File: config.mk
export PLATFORM = sky130hd
export DESIGN_NAME = iomem_arbiter
export DESIGN_NICKNAME = d
export VERILOG_FILES = /design/src/rtl/iomem_arbiter.sv
export SDC_FILE = /design/constraint.sdc
export NUM_CORES = 1
export LEC_CHECK = 0
export BUFFER_PORTS_ARGS = -buffer_cell sky130_fd_sc_hd__buf_2
export CAP_MARGIN = 20
export CELL_PAD_IN_SITES_DETAIL_PLACEMENT = 1
export CELL_PAD_IN_SITES_GLOBAL_PLACEMENT = 1
export CORE_AREA = 3 3 118 120
export CTS_BUF_LIST = sky130_fd_sc_hd__clkbuf_16
export DETAILED_ROUTE_END_ITERATION = 7
export DIE_AREA = 0 0 121 123
export PLACE_DENSITY_LB_ADDON = 0.1
export SLEW_MARGIN = 30
export SYNTH_ARGS = -nofsm -noshare
export SYNTH_HDL_FRONTEND = slang
export SYNTH_SLANG_ARGS = --single-unit
File: constraint.sdc
create_clock -name clk -period 1.9 [get_ports clk]
set_input_delay 0.475 -clock clk [delete_from_list [all_inputs] [get_ports clk]]
set_output_delay 0.475 -clock clk [all_outputs]
set_load 0.01 [all_outputs]
File: src/rtl/iomem_arbiter.sv
// Two-master round-robin arbiter in front of the PicoSoC iomem slave port.
// Define IOMEM_ARB_TIMEOUT_EN to build the watchdog for slaves that never answer.
module iomem_arbiter #(
  parameter int unsigned TIMEOUT_CYCLES = 255
) (
  input  logic        clk,
  input  logic        reset,

  input  logic        m0_valid,
  output logic        m0_ready,
  input  logic [3:0]  m0_wstrb,
  input  logic [31:0] m0_addr,
  input  logic [31:0] m0_wdata,
  output logic [31:0] m0_rdata,

  input  logic        m1_valid,
  output logic        m1_ready,
  input  logic [3:0]  m1_wstrb,
  input  logic [31:0] m1_addr,
  input  logic [31:0] m1_wdata,
  output logic [31:0] m1_rdata,

  output logic        s_valid,
  input  logic        s_ready,
  output logic [3:0]  s_wstrb,
  output logic [31:0] s_addr,
  output logic [31:0] s_wdata,
  input  logic [31:0] s_rdata,

  output logic        timeout_err
);

  typedef enum logic [1:0] {StIdle, StBusy, StResp} state_e;

  state_e      state_q, state_d;
  logic        owner_q;
  logic        last_owner_q;
  logic        grant;
  logic        any_req;
  logic [31:0] rdata_q;
  logic        timeout_err_q;
  logic        wdog_fire;

`ifdef IOMEM_ARB_TIMEOUT_EN
  localparam logic [7:0] WdogLast = 8'(TIMEOUT_CYCLES - 1);

  logic [7:0] wdog_q;

  // Cleared while idle so every BUSY entry starts from zero.
  always_ff @(posedge clk) begin
    if (reset) begin
      wdog_q <= 8'd0;
    end else if (state_q != StBusy) begin
      wdog_q <= 8'd0;
    end else if (!s_ready) begin
      wdog_q <= wdog_q + 8'd1;
    end
  end

  // A same-cycle s_ready takes precedence over the watchdog.
  assign wdog_fire = (state_q == StBusy) && !s_ready && (wdog_q == WdogLast);
`else
  localparam logic [7:0] UnusedLimit = 8'(TIMEOUT_CYCLES);

  logic unused_timeout;
  assign unused_timeout = ^UnusedLimit;
  assign wdog_fire      = 1'b0;
`endif

  // State register.
  always_ff @(posedge clk) begin
    if (reset) begin
      state_q <= StIdle;
    end else begin
      state_q <= state_d;
    end
  end

  // Round-robin pick: on contention the master that did not win last time goes first.
  always_comb begin
    any_req = m0_valid || m1_valid;
    if (m0_valid && m1_valid) begin
      grant = ~last_owner_q;
    end else begin
      grant = m1_valid;
    end
  end

  // Next-state logic.
  always_comb begin
    state_d = state_q;
    unique case (state_q)
      StIdle: begin
        if (any_req) begin
          state_d = StBusy;
        end
      end
      StBusy: begin
        if (s_ready || wdog_fire) begin
          state_d = StResp;
        end
      end
      StResp:  state_d = StIdle;
      default: state_d = StIdle;
    endcase
  end

  // Ownership and response capture.
  always_ff @(posedge clk) begin
    if (reset) begin
      owner_q       <= 1'b0;
      last_owner_q  <= 1'b1;
      rdata_q       <= 32'h0;
      timeout_err_q <= 1'b0;
    end else begin
      if (state_q == StIdle && any_req) begin
        owner_q <= grant;
      end
      if (state_q == StBusy) begin
        if (s_ready) begin
          rdata_q      <= s_rdata;
          last_owner_q <= owner_q;
        end else if (wdog_fire) begin
          rdata_q       <= 32'hFFFF_FFFF;
          timeout_err_q <= 1'b1;
          last_owner_q  <= owner_q;
        end
      end
    end
  end

  // Outputs depend only on registered state, so s_ready never reaches m*_ready combinationally.
  always_comb begin
    s_valid  = 1'b0;
    s_wstrb  = 4'h0;
    s_addr   = 32'h0;
    s_wdata  = 32'h0;
    m0_ready = 1'b0;
    m1_ready = 1'b0;
    if (state_q == StBusy) begin
      s_valid = 1'b1;
      if (owner_q) begin
        s_wstrb = m1_wstrb;
        s_addr  = m1_addr;
        s_wdata = m1_wdata;
      end else begin
        s_wstrb = m0_wstrb;
        s_addr  = m0_addr;
        s_wdata = m0_wdata;
      end
    end
    if (state_q == StResp) begin
      m0_ready = ~owner_q;
      m1_ready = owner_q;
    end
  end

  assign m0_rdata    = rdata_q;
  assign m1_rdata    = rdata_q;
  assign timeout_err = timeout_err_q;

endmodule

==> metrics.md <==
| Metric | Value |
|---|---|
| Number of levels the H-tree was split into | 2 |
| NetSw | about 0.00083 W |
| Wirelength, routed | approximately 13000 µm |
| Final routed DRC violation total | 0 |
| HPWL after detailed placement | roughly 11000 µm |
| Post-route fraction of the period consumed by the critical path | 98.4% |
| Effective utilization at floorplan | 22.3% |
| Outcome | completed |
| Setup repair after global routing missed its margin | yes |
| Routed via count divided by cell count | about 4.2 |
| Number of max-slew violations in the final report | 0 |
| Global-route wire length before repair | ~18000 µm |
| Total Die Area | between 10000 and 15000 µm² |
| Pin count of the biggest net entering global routing | 42 |
| Register area | 726 µm² |
| Internal Pwr Total | between 0.0015 and 0.002 W |
| Cell area after synthesis | between 2000 and 3000 µm² |
| Number of setup violations in the final report | 0 |
| # hold bufs at CTS | 0 |
| Final design utilization | 36.0% |
| Final estimated routing congestion in global placement | roughly 0.77 |
| ANT cells | 0 |
| Area growth, synth to finish | 61.8% |
| Nets | 790 |
| WL per Instance | between 15 and 20 µm |
| Clock transition at the registers of the reported paths | approximately 0.060 ns |
| Endpoint required time on the critical path | approximately 1.4 ns |
| Worst vdd rail ir drop | 0.323 mV |
| Worst hold slack | 0.415 ns |
| Sequential fraction of design power | around 30% |
| Overflow left after global routing | 0 |
| Leak | around 2.5 nW |
| CP Class | flop to output pin |
| Number of I/O pins | a little over 300 |
| Number of non-filler instances in the completed layout | between 700 and 800 |
| Fraction of final layout cells with drive strength greater than 1 | 54.9% |
| Startpoint Class | flop |
| Synthesized netlist net count | ~520 |
| Share of synthesized area occupied by flip-flops and latches | between 20 and 25% |
| Total power density per cell area | 584 nW/µm² |
| Area of all placed cells without fillers | about 4700 µm² |
| Number of buffers added on ports | 307 |
| Chip Height | 123 µm |
| Clock network power share | between 30 and 40% |
| Count of nets left with antenna violations after detail routing | 0 |
| Synth warnings | 0 |
| Clock sink total | 36 |
| Netlist cell types | 22 |
| Maximum clock skew at final layout | roughly 0.0037 ns |
| Number of fillers in the final layout | ~1700 |
| Most frequent standard cell in the layout excluding fill and tap cells | sky130_fd_sc_hd__buf_2 |
| Via count of the first global-routing pass | around 3200 |
| Die span in x | about 120 µm |
| Clock tree from TritonCTS | built |
| Core Region | between 10000 and 15000 µm² |
| Mean cell area of the mapped netlist | roughly 8.4 µm² |
| Count of vias placed by the detailed router | around 3400 |
| Share of synthesized registers carrying an async set or reset | 0% |
| Endpoint class of the critical path | output pin |
| Maximum count of clock buffers along a single path | 2 |
| Instance area at placement | 4400 µm² |
| Total iterations of the first detailed-routing run | 4 |
| GRT Util Overall | 15.5% |
| Net Sw Frac | between 30% and 40% |
| Number of flops mapped to enable cells by yosys | 0 |
| Flip-flop cell with the highest count after synthesis | sky130_fd_sc_hd__dfxtp_1 |
| Fin. Hold Viols | 0 |
| Clock network latency to the later pin of the worst-skew pair | 0.28 ns |
| Flip-flop and latch count after synthesis | 36 |
| Number of buffers inserted during clock tree synthesis | 5 |
| Fmax | about 0.53 GHz |
| Peak fanout along the critical path | 12 |
| Cell Count Post-Placement | just under 800 |
| Commonest cells after routing, fill and taps aside | sky130_fd_sc_hd__buf_2, sky130_fd_sc_hd__mux2i_1, sky130_fd_sc_hd__nor2_1 |
| Crit path arrival time | approximately 1.4 ns |
| Time the final worst path needs with I/O delays and setup | about 1.9 ns |
| Type of the most critical hold path | input port to flop |
| DRT iter0 DRCs | a little under 90 |
| Combinational share of power | a little over a third |
| Clock tree root buffer cell | sky130_fd_sc_hd__clkbuf_16 |
| Initial antenna violation count | 1 |
| Multi-input gate area in the final layout | 1770 µm² |
| Number of rows in the core area | 42 |
| Number of maximum-capacitance violations | 0 |
| Number of instances in the synthesized netlist | about 350 |
## synth_stat cells (2+ instances only)
master | n | area (µm²)
sky130_fd_sc_hd__mux2i_1 | 101 | 1010
sky130_fd_sc_hd__nor2_1 | 70 | 263
sky130_fd_sc_hd__nand2b_1 | 65 | 407
sky130_fd_sc_hd__dfxtp_1 | 36 | 721
sky130_fd_sc_hd__buf_4 | 33 | 248
sky130_fd_sc_hd__buf_2 | 16 | 80.1
sky130_fd_sc_hd__clkbuf_1 | 6 | 22.5
sky130_fd_sc_hd__buf_6 | 2 | 22.5
sky130_fd_sc_hd__buf_8 | 2 | 30.0
sky130_fd_sc_hd__inv_1 | 2 | 7.51
## metal layers
layer / vias up / wire length [µm] / GRT usage (%)
li1: 1640 / - / -
met1: 1552 / 5090 / 17.7
met2: 150 / 7050 / 28.7
met3: 8 / 1180 / 4.89
met4: 2 / 98 / 2.97
met5: - / 11 / 0
## worst paths after layout
check	from	slack, ns	cells after the start	to
setup reg to reg	state_q[0]	0.67	3	m0_rdata[9]
hold reg to reg	m0_rdata[24]	0.49	2	m0_rdata[24]
setup / recovery	owner_q	0.03	5	s_wdata[13]
hold / removal	s_ready	0.42	2	state_q[0]
## cell families after synthesis
group / Yosys count / share of synthesized area [%]
compound gates: 2 / 0.644
buf+inv: 62 / 14.8
flops: 36 / 24.7
mux: 101 / 34.7
other cells: 1 / 0.129
simple gates: 143 / 25.0
## metrics by stage
step	TNS (ns)	total power, W	setup slack (ns)
after floorplan	0	0.00138	0.369
after global placement	0	0.00177	0.271
after detailed placement	0	0.00179	0.241
after CTS	-0.0152	0.00277	-0.00734
after global routing	-0.0375	0.00292	-0.0340
final	0	0.00275	0.0307
## power by group through the flow
stage / clock (W) / combinational (W) / sequential [W]
after floorplan: 0 / 0.000526 / 0.000855
after global placement: 0 / 0.000925 / 0.000850
after detailed placement: 0 / 0.000942 / 0.000853
after CTS: 0.000967 / 0.000971 / 0.000835
after global routing: 0.00100 / 0.00108 / 0.000837
final: 0.000923 / 0.000999 / 0.000831
## worst max-delay path, cell delays in order, from the launching register on
cell and delay [ns]:
sky130_fd_sc_hd__dfxtp_4 0.36, sky130_fd_sc_hd__buf_12 0.12, sky130_fd_sc_hd__buf_12 0.15, sky130_fd_sc_hd__mux2i_2 0.28, sky130_fd_sc_hd__nor2_1 0.07, sky130_fd_sc_hd__buf_2 0.14
## state kept, by name, indices dropped and copies added, names as in the netlist
register and cells:
owner_q 1, m0_rdata 32, last_owner_q 1, state_q 2
## repair_timing
item / 4_1_cts / 5_1_grt
resized for setup: 1 / 5
endpoints found under the setup margin: 15 / 46
endpoints found under the hold margin: 0 / 0
cloned: 1 / 2
setup buffers: 3 / 2
## area by class of cell
class,instances,share of cell area [%]
clock buffer,5,2.65
clock inverter,3,0.823
inverter,2,0.159
multi-input combinational,247,37.6
sequential,36,15.4
tap,176,4.67
timing repair buffer,325,38.7
(Power assumes the default switching activity.)
